**config.mk**
```make
export PLATFORM = sky130hd
export DESIGN_NAME = mem_arbiter
export DESIGN_NICKNAME = d
export VERILOG_FILES = /design/src/rtl/mem_arb_pkg.sv /design/src/rtl/mem_arbiter_rr.sv /design/src/rtl/mem_arbiter.sv
export SDC_FILE = /design/constraint.sdc
export NUM_CORES = 1
export LEC_CHECK = 0
export CORE_MARGIN = 1
export CORE_UTILIZATION = 42
export CTS_BUF_LIST = sky130_fd_sc_hd__clkbuf_8
export CTS_CLUSTER_DIAMETER = 80
export DETAILED_ROUTE_END_ITERATION = 8
export PLACE_DENSITY = 0.84
export SYNTH_ARGS = -nofsm -noshare
export SYNTH_HDL_FRONTEND = slang
export SYNTH_SLANG_ARGS = --single-unit
```
**constraint.sdc**
```tcl
create_clock -name clk -period 2.4 [get_ports clk]
set_clock_uncertainty 0.05 [all_clocks]
set_input_delay 0.24 -clock clk [delete_from_list [all_inputs] [get_ports clk]]
set_output_delay 0.24 -clock clk [all_outputs]
set_load 0.01 [all_outputs]
```
**src/rtl/mem_arb_pkg.sv**
```systemverilog
// Shared types and constants for the two-port memory arbiter.
// Optional feature macro: MEM_ARB_ALIGN_CHK_EN (see mem_arbiter.sv).
package mem_arb_pkg;

    localparam int ADDR_W_DEF = 32;
    localparam int DATA_W_DEF = 32;
    localparam int CNT_W      = 4;
    localparam int P_IFETCH   = 0;
    localparam int P_DATA     = 1;

    typedef enum logic [1:0] {
        IDLE,
        ACCESS,
        DONE
    } state_e;

endpackage

```
**src/rtl/mem_arbiter_rr.sv**
```systemverilog
// rr_arbiter2: two-way round-robin picker with a last-grant pointer.
// The pointer resets as if port 1 went last, so port 0 wins the first tie.
module rr_arbiter2
    import mem_arb_pkg::*;
(
    input  logic       clk,
    input  logic       rst_n,
    input  logic [1:0] req_i,
    input  logic       en_i,
    output logic [1:0] gnt_o
);

    logic last_q, last_d;

    always_comb begin
        gnt_o = 2'b00;
        if (en_i) begin
            unique case (req_i)
                2'b01:   gnt_o = 2'b01;
                2'b10:   gnt_o = 2'b10;
                2'b11:   gnt_o = last_q ? 2'b01 : 2'b10;
                default: gnt_o = 2'b00;
            endcase
        end
    end

    always_comb begin
        last_d = last_q;
        if (en_i && |req_i) last_d = gnt_o[P_DATA];
    end

    always_ff @(posedge clk or negedge rst_n) begin
        if (!rst_n) last_q <= 1'(P_DATA);
        else        last_q <= last_d;
    end

endmodule

```
**src/rtl/mem_arbiter.sv**
```systemverilog
// Two-port round-robin arbiter/sequencer for a shared word memory.
// Define MEM_ARB_ALIGN_CHK_EN to add p0_err/p1_err misalignment reporting.
module mem_arbiter
    import mem_arb_pkg::*;
#(
    parameter int ADDR_W        = ADDR_W_DEF,
    parameter int DATA_W        = DATA_W_DEF,
    parameter int ACCESS_CYCLES = 1
) (
    input  logic              clk,
    input  logic              rst_n,
    input  logic              p0_req,
    input  logic              p1_req,
    input  logic              p0_we,
    input  logic              p1_we,
    input  logic [ADDR_W-1:0] p0_addr,
    input  logic [ADDR_W-1:0] p1_addr,
    input  logic [DATA_W-1:0] p0_wdata,
    input  logic [DATA_W-1:0] p1_wdata,
    output logic              p0_gnt,
    output logic              p1_gnt,
    output logic              p0_done,
    output logic              p1_done,
    output logic [DATA_W-1:0] p0_rdata,
    output logic [DATA_W-1:0] p1_rdata,
`ifdef MEM_ARB_ALIGN_CHK_EN
    output logic              p0_err,
    output logic              p1_err,
`endif
    output logic [ADDR_W-1:0] mem_addr,
    output logic [DATA_W-1:0] mem_wdata,
    output logic              mem_read,
    output logic              mem_write,
    input  logic [DATA_W-1:0] mem_rdata
);

    state_e                 state_q, state_d;
    logic [CNT_W-1:0]       cnt_q, cnt_d;
    logic                   win_q, we_q, skip_q;
    logic [ADDR_W-3:0]      addr_q;
    logic [DATA_W-1:0]      wdata_q;
    logic [1:0][DATA_W-1:0] rdata_q;

    logic [1:0]        req, gnt;
    logic              arb_en, start, last;
    logic              sel, sel_we, sel_skip;
    logic [ADDR_W-1:0] sel_addr;
    logic [DATA_W-1:0] sel_wdata;

    assign req    = {p1_req, p0_req};
    assign arb_en = (state_q == IDLE);
    assign start  = arb_en && |req;
    assign last   = (state_q == ACCESS) && (cnt_q == '0);

    rr_arbiter2 u_rr (
        .clk   (clk),
        .rst_n (rst_n),
        .req_i (req),
        .en_i  (arb_en),
        .gnt_o (gnt)
    );

    assign sel       = gnt[P_DATA];
    assign sel_we    = sel ? p1_we    : p0_we;
    assign sel_addr  = sel ? p1_addr  : p0_addr;
    assign sel_wdata = sel ? p1_wdata : p0_wdata;

`ifdef MEM_ARB_ALIGN_CHK_EN
    assign sel_skip = (sel_addr[1:0] != 2'b00);
`else
    logic unused_lsb;
    assign sel_skip   = 1'b0;
    assign unused_lsb = ^sel_addr[1:0];
`endif

    always_ff @(posedge clk or negedge rst_n) begin
        if (!rst_n) begin
            state_q <= IDLE;
            cnt_q   <= '0;
        end else begin
            state_q <= state_d;
            cnt_q   <= cnt_d;
        end
    end

    always_comb begin
        state_d = state_q;
        cnt_d   = cnt_q;
        unique case (state_q)
            IDLE: begin
                if (start) begin
                    state_d = ACCESS;
                    cnt_d   = CNT_W'(ACCESS_CYCLES - 1);
                end
            end
            ACCESS: begin
                if (cnt_q == '0) state_d = DONE;
                else             cnt_d   = cnt_q - 1'b1;
            end
            DONE:    state_d = IDLE;
            default: state_d = IDLE;
        endcase
    end

    always_comb begin
        p0_gnt    = (state_q != IDLE) && !win_q;
        p1_gnt    = (state_q != IDLE) &&  win_q;
        p0_done   = (state_q == DONE) && !win_q;
        p1_done   = (state_q == DONE) &&  win_q;
        mem_read  = (state_q == ACCESS) && !we_q && !skip_q;
        mem_write = last && we_q && !skip_q;
        mem_addr  = {addr_q, 2'b00};
        mem_wdata = wdata_q;
        p0_rdata  = rdata_q[P_IFETCH];
        p1_rdata  = rdata_q[P_DATA];
    end

    // Request fields are latched at grant so a port may drop req mid-access.
    always_ff @(posedge clk or negedge rst_n) begin
        if (!rst_n) begin
            win_q   <= 1'b0;
            we_q    <= 1'b0;
            skip_q  <= 1'b0;
            addr_q  <= '0;
            wdata_q <= '0;
            rdata_q <= '0;
        end else begin
            if (start) begin
                win_q   <= sel;
                we_q    <= sel_we;
                skip_q  <= sel_skip;
                addr_q  <= sel_addr[ADDR_W-1:2];
                wdata_q <= sel_wdata;
            end
            if (last && !we_q && !skip_q) rdata_q[win_q] <= mem_rdata;
        end
    end

`ifdef MEM_ARB_ALIGN_CHK_EN
    logic [1:0] err_q;

    always_ff @(posedge clk or negedge rst_n) begin
        if (!rst_n)    err_q        <= '0;
        else if (last) err_q[win_q] <= skip_q;
    end

    assign p0_err = err_q[P_IFETCH];
    assign p1_err = err_q[P_DATA];
`endif

endmodule

```
==> flow_summary.yaml <==
synthesis:
  synth.area.top_cells: "dfrtp_1 53%, mux2_2 10%, a221o_1 10%"
  synth-compound-area-share_pct: 10.8
  synth_ff_type: "dfrtp_1"
  synth-seq-area-share_pct: 53.7
  netlist-cell-type-count: 33
  avgSynthCellArea_um2: 13.0
  synth_fa_ha_area_share_pct: 0.398
  netlist_instances: 484
  synth_edf_count: 0
  synth_top_area_share_pct: 53.3
  synthSimpleGateAreaFrac_pct: 18.9
  yosys.area_share.xor_xnor_pct: 0
  async_flop_share_pct: 100
  ys_warn_count: 0
  syn_area_mm2: 0.00629
  ys_seq_elements: 135
  synthMuxAreaShare_pct: 12.0
  synth_top_family_by_area: "simple AND/OR/NAND/NOR gates"
  yosysTopAreaCell: "dfrtp_1"
sta:
  tightest_slew_ns: 0.642
  max_freq_mhz: 448
  tns_ns: 0
  worst_slack_ns: 0.166
  finalCritPeriodShare_pct: 93.1
  finalHoldViolCount: 0
  setup_viol: 0
  relSlewSlack_pct: 57.2
  min_period_ns: 2.23
  rsz0062_at_grt: "no"
  final-max-slew-violation-count: 0
final_layout:
  fill_cells: 1065
  syn_to_final_growth_pct: 55.9
  drive_above_1_share_pct: 15.2
  antennaDiodeCount: 0
  final_nets: 925
worst_setup_path:
  crit_fanout: 7
  crit_family: "buffers and inverters"
  criticalPathCategory: "register to primary output"
  critPathBufInv: 1
  cp-start-kind: "register"
  cpMaxStageDelayCell: "clkdlybuf4s50_1"
  path_cells: "or2_2 > and2_1 > clkdlybuf4s50_1"
  crit_path_end_kind: "primary output"
  critPathRequiredTime_ns: 2.11
  slowest_delay_ns: 0.53
  cp.arrival_ns: 1.94
  r2r_slack_ns: 0.31
routing:
  wirelength_met1_mm: 7.36
  avgRoutedWirePerCell_um: 19.2
  drcViolationCount: 0
  dr_total_vias: 5376
  routed-wl-met2_mm: 9.15
  drtPass1Iterations: 4
  wl_mm: 18.3
  wl_met3_mm: 1.19
  detail-route-antenna-nets: 0
  vias_per_cell: 5.64
  drt_iter0_drc: 255
  route.top_layer_used: "met4"
cts:
  clk_path_buf_depth: 2
  clock-root-buffer: "clkbuf_8"
  cts.sinks: 135
  cts_buffers: 17
  clk_latency_ns: 0.43
  tritoncts: "done"
  htree_num_levels: 4
  clk_pin_slew_ns: 0.07
  postCtsSetupRepairBufs: 0
global_routing:
  gr-usage-all-layers_pct: 23.9
  grt_pass1_vias: 5580
  antenna_found_initial: 0
  grt_pass1_wl_mm: 29.2
  grt_start_max_net_pins: 70
  grt_overflow_total: 0
place:
  gp_congestion: 0.800
  dp_slack_ns: 0.296
  io_buffer_count: 293
  post-dp-hpwl_mm: 12.9
floorplanning:
  fp.dieH_um: 124
  die-width_um: 124
  dieArea_mm2: 0.0155
  ioPinCount: 300
  start_util_pct: 43.1
  rows: 44
  core_area_mm2: 0.0146
flow_run:
  max-cap-violations: 0
pwr:
  ir_worst_vdd_v: 0.000523
  p_per_area_mw_per_mm2: 1280
  power_leakage_nw: 3.96
status:
  outcome: "finished clean"
min_path:
  hold_class: "input port to asynchronous set/reset pin"
final timing paths:
check,start,endpoint,cells past startpoint
max,state_q[1],p1_gnt,3
min,rst_n,addr_q[2],2
max reg2reg,cnt_q[0],p0_rdata[29],6
min reg2reg,p0_rdata[6],p0_rdata[6],1
max in group asynchronous,rst_n,p1_rdata[12],3
min in group clk,mem_rdata[19],p1_rdata[19],2
repair_timing:
| action | CTS | global route |
|---|---|---|
| hold buffers | 1 | 0 |
| resized for setup | 3 | 0 |
| setup endpoints to repair | 1 | 0 |
| hold endpoints to repair | 66 | 0 |
cell type report:
class	instances	area (um2)	area share (%)
Clock buffer	18	248	2.53
Sequential cell	135	3380	34.5
Multi-Input combinational cell	291	2690	27.4
Tap cell	184	230	2.35
Clock inverter	13	133	1.35
Inverter	2	7.51	0.0765
Timing Repair Buffer	310	3120	31.8
state kept, by name, indices dropped and copies added (netlist names):
register	flops
cnt_q	4
p0_rdata	32
addr_q	30
we_q	1
state_q	2
u_rr.last_q	1
mem_wdata	32
p1_rdata	32
win_q	1
logic make-up after synthesis:
family	count (synthesis)
compound gates	70
fa+ha+maj	2
buf+inv	59
flops	135
mux	67
other cells	1
simple gates	150
report_power, final:
part / internal (mW) / switching, mW / total, mW
clock: 0.938 / 0.865 / 1.80
sequential: 3.47 / 0.743 / 4.21
combinational: 3.74 / 2.78 / 6.52
routing by layer:
layer | global-route usage (%) | up-vias
met5 | 0 | -
met4 | 10.8 | 0
met3 | 6.49 | 44
met2 | 41.0 | 267
met1 | 27.7 | 2622
li1 | - | 2443
stage by stage:
step / power [mW] / area (um2) / std cells / util (%) / hold slack (ns)
after detailed placement: 10.8 / 9410 / 921 / 64.5 / 0.233
after global routing: 13.2 / 9810 / 953 / 67.2 / 0.370
after CTS: 12.6 / 9810 / 953 / 67.2 / 0.325
after global placement: 10.5 / 9410 / 921 / 64.5 / 0.223
final: 12.5 / 9810 / 953 / 67.2 / 0.334
after floorplan: 7.32 / 6290 / 485 / - / -0.106
cells in the mapped netlist (all sizes together), types with 2 or more instances:
| master | number |
|---|---|
| o21ai | 4 |
| buf | 19 |
| a221o | 63 |
| a21o | 2 |
| nand3 | 5 |
| clkbuf | 38 |
| inv | 2 |
| mux2i | 2 |
| nor2 | 5 |
| nor3b | 66 |
| ha | 2 |
| and3 | 2 |
| mux2 | 65 |
| dfrtp | 134 |
| and4 | 63 |
cell usage in the layout, fill, tap and decap left out, drive strengths merged, types with 3 or more instances in the layout:
| cell | instances |
|---|---|
| nor3b | 66 |
| clkdlybuf4s50 | 290 |
| dfrtp | 134 |
| buf | 18 |
| inv | 4 |
| clkinvlp | 3 |
| a221o | 63 |
| nor2 | 5 |
| mux2 | 65 |
| clkbuf | 18 |
| nand3 | 5 |
| and4 | 63 |
| clkinv | 6 |
| o21ai | 4 |
No activity file was read; power rests on OpenSTA's default activity.
